===== config.mk =====
export PLATFORM = sky130hd
export DESIGN_NAME = data_responder
export DESIGN_NICKNAME = d
export VERILOG_FILES = /design/src/rtl/data_responder.sv
export SDC_FILE = /design/constraint.sdc
export NUM_CORES = 2
export LEC_CHECK = 0
export ABC_AREA = 1
export CORE_ASPECT_RATIO = 1.5
export CORE_MARGIN = 2
export CORE_UTILIZATION = 63
export CTS_CLUSTER_SIZE = 16
export DETAILED_ROUTE_END_ITERATION = 6
export HOLD_SLACK_MARGIN = 0.03
export PLACE_DENSITY = 0.8
export SETUP_SLACK_MARGIN = 0.05
export SYNTH_ARGS = -nofsm -noshare
export SYNTH_HDL_FRONTEND = slang
export SYNTH_SLANG_ARGS = --single-unit

===== constraint.sdc =====
create_clock -name clk -period 4 [get_ports clk]
set_input_delay 0.8 -clock clk [delete_from_list [all_inputs] [get_ports clk]]
set_output_delay 0.8 -clock clk [all_outputs]
set_load 0.005 [all_outputs]

===== src/rtl/data_responder.sv =====
// rtl/data_responder.sv - data RAM, cycle-counter snapshot and console TX FIFO on the core data port
// Purpose: answers the single-cycle core's data port with combinational reads and edge-timed writes.
// Ports:
//   clk, reset               clock and synchronous active-high reset
//   MemWrite, DataAdr,       store strobe, byte address (bits [1:0] ignored), store data
//   WriteData
//   ReadData                 combinational read data for DataAdr
//   ConsoleData/Valid/Ready  FIFO head byte, non-empty flag, sink accept
module data_responder #(
   parameter int RAM_WORDS  = 64,
   parameter int FIFO_DEPTH = 4
) (
   input  logic        clk,
   input  logic        reset,
   input  logic        MemWrite,
   input  logic [31:0] DataAdr,
   input  logic [31:0] WriteData,
   output logic [31:0] ReadData,
   output logic [7:0]  ConsoleData,
   output logic        ConsoleValid,
   input  logic        ConsoleReady
);
   localparam int AW = $clog2(RAM_WORDS);
   localparam int PW = $clog2(FIFO_DEPTH);
   localparam logic [PW:0]   DEPTH = (PW+1)'(FIFO_DEPTH);
   localparam logic [PW:0]   CONE  = (PW+1)'(1);
   localparam logic [PW-1:0] PONE  = PW'(1);

   localparam logic [29:0] TX_W      = 30'h2000_0000;
   localparam logic [29:0] STATUS_W  = 30'h2000_0001;
   localparam logic [29:0] SNAP_LO_W = 30'h2000_0002;
   localparam logic [29:0] SNAP_HI_W = 30'h2000_0003;

   logic [31:0]   mem [RAM_WORDS];
   logic [7:0]    fifo [FIFO_DEPTH];
   logic [PW-1:0] rd_ptr, wr_ptr;
   logic [PW:0]   count;
   logic          ovf, err;
   logic [63:0]   cycle_cnt, snapshot;

   logic [29:0] word;
   logic        is_ram, is_tx, is_status, is_snap_lo, is_snap_hi, mapped;
   logic        full, empty, pop, push_req, push_ok, push_drop;
   logic        unused_lsb;

   assign word       = DataAdr[31:2];
   assign unused_lsb = ^DataAdr[1:0];
   assign is_ram     = (DataAdr[31:AW+2] == '0);
   assign is_tx      = (word == TX_W);
   assign is_status  = (word == STATUS_W);
   assign is_snap_lo = (word == SNAP_LO_W);
   assign is_snap_hi = (word == SNAP_HI_W);
   assign mapped     = is_ram | is_tx | is_status | is_snap_lo | is_snap_hi;

   assign empty        = (count == '0);
   assign full         = (count == DEPTH);
   assign ConsoleValid = !empty;
   // Head is forced to 0 while empty so the output is defined even though storage is never reset.
   assign ConsoleData  = ConsoleValid ? fifo[rd_ptr] : 8'h00;

   assign pop       = ConsoleValid && ConsoleReady;
   assign push_req  = MemWrite && is_tx;
   // A pop in the same cycle frees the slot, so a full FIFO still accepts the byte.
   assign push_ok   = push_req && (!full || pop);
   assign push_drop = push_req && !push_ok;

   always_comb begin
      ReadData = 32'h0;
      if (is_ram)
         ReadData = mem[DataAdr[AW+1:2]];
      else if (is_status)
         ReadData = {28'h0, err, ovf, full, empty};
      else if (is_snap_lo)
         ReadData = snapshot[31:0];
      else if (is_snap_hi)
         ReadData = snapshot[63:32];
   end

   always_ff @(posedge clk) begin
      if (MemWrite && is_ram)
         mem[DataAdr[AW+1:2]] <= WriteData;
      if (push_ok)
         fifo[wr_ptr] <= WriteData[7:0];
   end

   always_ff @(posedge clk) begin
      if (reset) begin
         rd_ptr    <= '0;
         wr_ptr    <= '0;
         count     <= '0;
         ovf       <= 1'b0;
         err       <= 1'b0;
         cycle_cnt <= 64'h0;
         snapshot  <= 64'h0;
      end else begin
         cycle_cnt <= cycle_cnt + 64'd1;
         if (MemWrite && is_snap_lo)
            snapshot <= cycle_cnt;
         if (push_ok)
            wr_ptr <= wr_ptr + PONE;
         if (pop)
            rd_ptr <= rd_ptr + PONE;
         if (push_ok && !pop)
            count <= count + CONE;
         else if (!push_ok && pop)
            count <= count - CONE;
         if (MemWrite && is_status) begin
            ovf <= 1'b0;
            err <= 1'b0;
         end
         // Ordered after the clear so a drop in the same cycle leaves ovf set.
         if (push_drop)
            ovf <= 1'b1;
         if (MemWrite && !mapped)
            err <= 1'b1;
      end
   end
endmodule


# == After elaboration in Yosys (flattened, before gate mapping) ==
# Memory sizes are Yosys's and may differ from the RTL's. A register that Yosys moved wholly into a read port is not among the register bits.
# Cells that the tools add are included.
# classes
add_sub_neg,5
multipliers,0
div,0
order_cmp,0
eq_ne,5
shift,0
muxes,16
n_bitwise,4
reduce_logical,21
# op_table
cell,count
32-bit 2-to-1 mux,4
30-bit == test (second input constant),4
64-bit by 1-bit adder with 64-bit output (second input constant),1
24-bit zero test,1
1-bit logical AND,10
8-bit 2-to-1 mux,1
1-bit 2-to-1 mux,7
3-bit 2-to-1 mux,2
2-bit nonzero test,3
1-bit zero test,5
2-bit by 1-bit adder with 2-bit output (second input constant),2
2-bit 2-to-1 mux,2
1-bit OR,4
3-bit by 1-bit adder with 3-bit output (second input constant),1
3-bit == test (second input constant),1
3-bit zero test,1
3-bit by 1-bit subtractor with 3-bit output (second input constant),1
1-bit logical OR,1
# word_totals
register_bits,137
latch_bits,0
ramBits,2080
mem_bits_ro,0
input_bits,68
output_inout_bits,41
word_cells,60
mem_count,2
# memory_table
name,depth,word_bits,rd,rd_clocked_by_memory_dff,write_ports,line_no,text
mem,64,32,1,0,1,34,logic [31:0] mem [RAM_WORDS];
fifo,4,8,1,1,1,35,logic [7:0] fifo [FIFO_DEPTH];

# == Logic depth before layout (Yosys ltp) ==
# depth
word_depth,9
mapped_depth,17
ltp_nobuf,17

# == Worst setup path after synthesis ==
# No wires, ideal clock.
# synth_path
kind,in2reg
startpoint,in DataAdr[11]
endpoint,"mem mem[0][0], enable pin"
setup_ns,0.421
arrival_ns,3.269
required_time_ns,3.579
setup_slack_ns,0.310
cell_stages,10
n_path_buf,1
cell_sequence,nor2_1 -> nand2_1 -> nor2_1 -> nand2_1 -> inv_2 -> nand3_2 -> inv_2 -> buf_2 -> nand3_2 -> nor2_1
# synth_between
elab_chain_len,4
# synth_rtl
element,line_no,text
"start, declared",16,"input logic [31:0] DataAdr,"
24-bit zero test,48,assign is_ram = (DataAdr[31:AW+2] == '0);
1-bit logical AND,80,if (MemWrite && is_ram)
1-bit 2-to-1 mux,80,
1-bit 2-to-1 mux (implied by the code),81,mem[DataAdr[AW+1:2]] <= WriteData;
"end, declared",34,
# Every way passes these cells.

# == Final worst setup path ==
# layout_path
startpoint,in DataAdr[2]
endpoint,out ReadData[10]
# layout_between
elab_chain_len,5
elab_cells_between_ends,8
classes_between,eq/ne (3); mux (4); memory (1)
# layout_rtl
element,line_no,text
branches (longest 4 deep; another with memory 64 x 32 bit),n/a,
32-bit 2-to-1 mux (*),69,if (is_ram)
"end, declared",18,"output logic [31:0] ReadData,"
# Mark *: on every way between the ends.

==> results_dict.tcl <==
set metrics [dict create \
    drive_above_1_share 0.110 \
    yosys.area.top_type_share 0.659 \
    first_global_vias 71300 \
    numCtsBuffers 191 \
    clk_root_buffer_cell "clkbuf_16" \
    synth-main-ff-cell "edfxtp_1" \
    num_vias 72600 \
    reg2reg_to "cycle_cnt[55]" \
    ys_ff_latch 2219 \
    grt_first_pass_wirelength_um 422000 \
    synth_compound_area_frac 0.0104 \
    dp_hpwl_um 180000 \
    grt_setup_unrepaired "true" \
    grt-ovfl-total 0 \
    fmax_mhz 245 \
    synth_cells 9708 \
    fp.dieArea_sq_um 154000 \
    irDropWorstVdd_mv 0.522 \
    startpoint_type "primary input" \
    async_reset_ff_frac 0 \
    timing.slew.headroom 0.0555 \
    fin_util 0.736 \
    grt_max_degree 65 \
    endpoint "ReadData[10]" \
    path_cells "buf_8, inv_12, buf_16, buf_12, buf_12, nand2_1, nand2_1, nand2_1, nand2_1, nand2_1, nand2_2, nand2_1, nand2_2, nor2_1, nand2_2, nand2_1, nand2_1, clkdlybuf4s50_1" \
    drt-total-wl_um 289000 \
    hold_class "in -> reg" \
    skew_ps 21.7 \
    yosys.area.top_type "edfxtp_1" \
    seq_area_frac_synth 0.688 \
    dieWidth_um 321 \
    io_pins 109 \
    period_needed_ps 4080 \
    crit_start "DataAdr[2]" \
    muxShareOfSynthArea 0 \
    postRouteAntennaNets 0 \
    p_per_area_nw_per_um2 435 \
    io_buffer_count 106 \
    fin_nets 10200 \
    clockBufferDepth 3 \
    critical_path_class "in -> out" \
    p_leak_nw 46.2 \
    synth-xor-area-share 0.000277 \
    rows 174 \
    wl_met1_um 92500 \
    setup_viol 4 \
    syn_area_sq_um 94800 \
    area_growth_pct 16.1 \
    clock_sinks 2219 \
    critPathMaxStageDelay_ps 500 \
    synth_edf_count 2080 \
    gp_congestion 1.02 \
    yosysUniqueCellTypes 35 \
    rr_worst_depth 9 \
    coreArea_sq_um 150000 \
    crit_arrival_ps 3280 \
    wl_met3_um 35200 \
    required_ps 3200 \
    routed_via_density 5.94 \
    start_util 0.634 \
    clk_latency_ps 860 \
    synthAdderAreaFrac 0.00100 \
    cts_tree "yes" \
    place_area_sq_um 103000 \
    drv_slew 0 \
    drt_iter0_markers 9804 \
    grtUsageTotal 0.372 \
    drc 0 \
    clk_pin_slew_ps 60 \
    tightest_slew_ps 1420 \
    path_common_cell "nand2_1" \
    setup_slack_ps -76.3 \
    top_layer_used "met5" \
    synth_warnings 0 \
    maxCapViolCount 0 \
    wl_per_cell_um 23.7 \
    met2_length_um 138000 \
    rrSetupSlack_ps 1480 \
    crit_fanout 23 \
    end_kind "output port" \
    timing_hold_violations_final 0 \
    die_h_um 479 \
    synth_top_family_by_area "simple AND/OR/NAND/NOR gates" \
    violations "setup timing" \
    dpl_worst_slack_ps -284 \
    slowest_stage "clkdlybuf4s50_1" \
    post-route-period-util 1.02 \
    regToRegStartpoint "cycle_cnt[21]" \
    drtPass1Iterations 7 \
    synth.avg_cell_area_sq_um 9.76 \
    synth-simple-area-share 0.269 \
    outcome "finished with violations" \
    fillers 9358 \
    final_area_sq_um 110000 \
    antenna_found_initial 17 \
    h-tree-depth 4 \
    yosys-top-cells-area "edfxtp_1 (66%), nand2_1 (23%), dfxtp_1 (2.9%)" \
    synth_fp_nets 9783 \
]
## per-layer routing
| metal | vias to the layer above | GRT usage |
|---|---|---|
| met5 | - | 0.00344 |
| met4 | 22 | 0.269 |
| met3 | 1195 | 0.0797 |
| met2 | 5069 | 0.611 |
| met1 | 34000 | 0.436 |
| li1 | 32300 | - |
## how the worst min path moves through the flow
| stage | from | to | cells past startpoint | slack (ps) |
|---|---|---|---|---|
| 2_1_floorplan | rd_ptr[1] | flip-flop | 2 | 440 |
| 3_3_place_gp | rd_ptr[0] | rd_ptr[0] | 1 | 450 |
| 3_5_place_dp | rd_ptr[1] | rd_ptr[1] | 2 | 460 |
| 4_1_cts | WriteData[16] | mem[27][16] | 1 | 200 |
| 5_1_grt | WriteData[16] | mem[29][16] | 1 | 230 |
| 6_report | WriteData[16] | mem[26][16] | 1 | 240 |
## layout by cell type, fill, tap and decap left out, drive strengths merged
master | synthesis | final
nand3 | 85 | 85
clkbuf | 149 | 249
nor2 | 430 | 430
diode | 0 | 5
or2 | 4 | 4
o31ai | 2 | 2
edfxtp | 2080 | 2080
dfxtp | 139 | 139
ha | 6 | 6
nand4 | 127 | 127
buf | 331 | 621
dlymetal6s2s | 0 | 10
dlygate4sd2 | 0 | 18
inv | 185 | 188
clkinvlp | 0 | 11
nor3 | 47 | 47
nand2 | 5921 | 5921
o21ai | 111 | 111
bufinv | 0 | 18
fa | 1 | 1
a21oi | 82 | 82
clkinv | 0 | 77
nand3b | 2 | 2
nor3b | 2 | 2
xor2 | 3 | 3
o21a | 1 | 1
clkdlybuf4s50 | 0 | 41
## repair_timing
item,CTS,global route
endpoints found under the setup margin,32,23
pin swaps,9,9
gates resized for setup,130,74
gates cloned,2,8
hold buffers,0,0
setup buffers,13,20
## registers in the layout (all words and copies together), names as in the netlist, named ones only
name       flops
count          3
ovf            1
mem         2048
snapshot      64
rd_ptr         2
err            1
cycle_cnt     64
wr_ptr         2
fifo          32
## cells by family after synthesis
group | count (synthesis)
AO/OA/AOI/OAI | 196
buffers and inverters | 665
adder cells (fa/ha/maj) | 7
flip-flops | 2219
XOR/XNOR | 3
AND/OR/NAND/NOR | 6618
## final cells by class
cell class	instances	area (sq um)	share of cell area
antenna	5	12.5	0.000114
multi-input combinational	6824	27500	0.250
clock buffer	242	5150	0.0468
timing repair buffer	697	7840	0.0712
clock inverter	109	1100	0.00996
inverter	185	731	0.00664
tap	1936	2420	0.0220
sequential	2219	65200	0.593
## synth_stat cells, types with 2 or more instances
library cell  count
xor2_1            3
edfxtp_1       2080
nand3b_1          2
nand2_1        5916
clkbuf_1        149
inv_2             9
nand2_4           2
or2_2             4
nand4_1         123
dfxtp_1         139
nand3_2           3
nor3b_1           2
nand3_1          82
buf_2           292
o21ai_1          22
ha_1              6
o21ai_0          89
nand2_2           3
nand4_2           4
o31ai_1           2
nor2_2            2
buf_6             3
nor2_4            6
nor2_1          421
inv_1           175
nor3_1           38
a21oi_1          82
buf_4             6
nor3_2            8
buf_1            30
## worst max-delay path, delay by kind of cell
kind                   cells  cell delay (ps)
buffers and inverters      6             1350
and+or+nand+nor           12             1060
## where the power goes
| group | switching, mW | internal [mW] |
|---|---|---|
| Sequential | 0.0489 | 25.4 |
| Combinational | 2.62 | 1.18 |
| Clock | 8.38 | 10.3 |
| Total | 11.0 | 36.8 |
## per-stage QoR
| step | std cells | hold WS, ps | TNS, ps | power (mW) |
|---|---|---|---|---|
| 5_1_grt | 12200 | 232 | -488 | 49.0 |
| 3_5_place_dp | 11800 | 457 | -6020 | 29.4 |
| 3_3_place_gp | 11800 | 454 | -5340 | 29.3 |
| 6_report | 12200 | 243 | -260 | 47.9 |
| 4_1_cts | 12200 | 201 | -387 | 47.7 |
| 2_1_floorplan | 9708 | 436 | 0 | 27.6 |
Power figures use the tool's default switching activity.
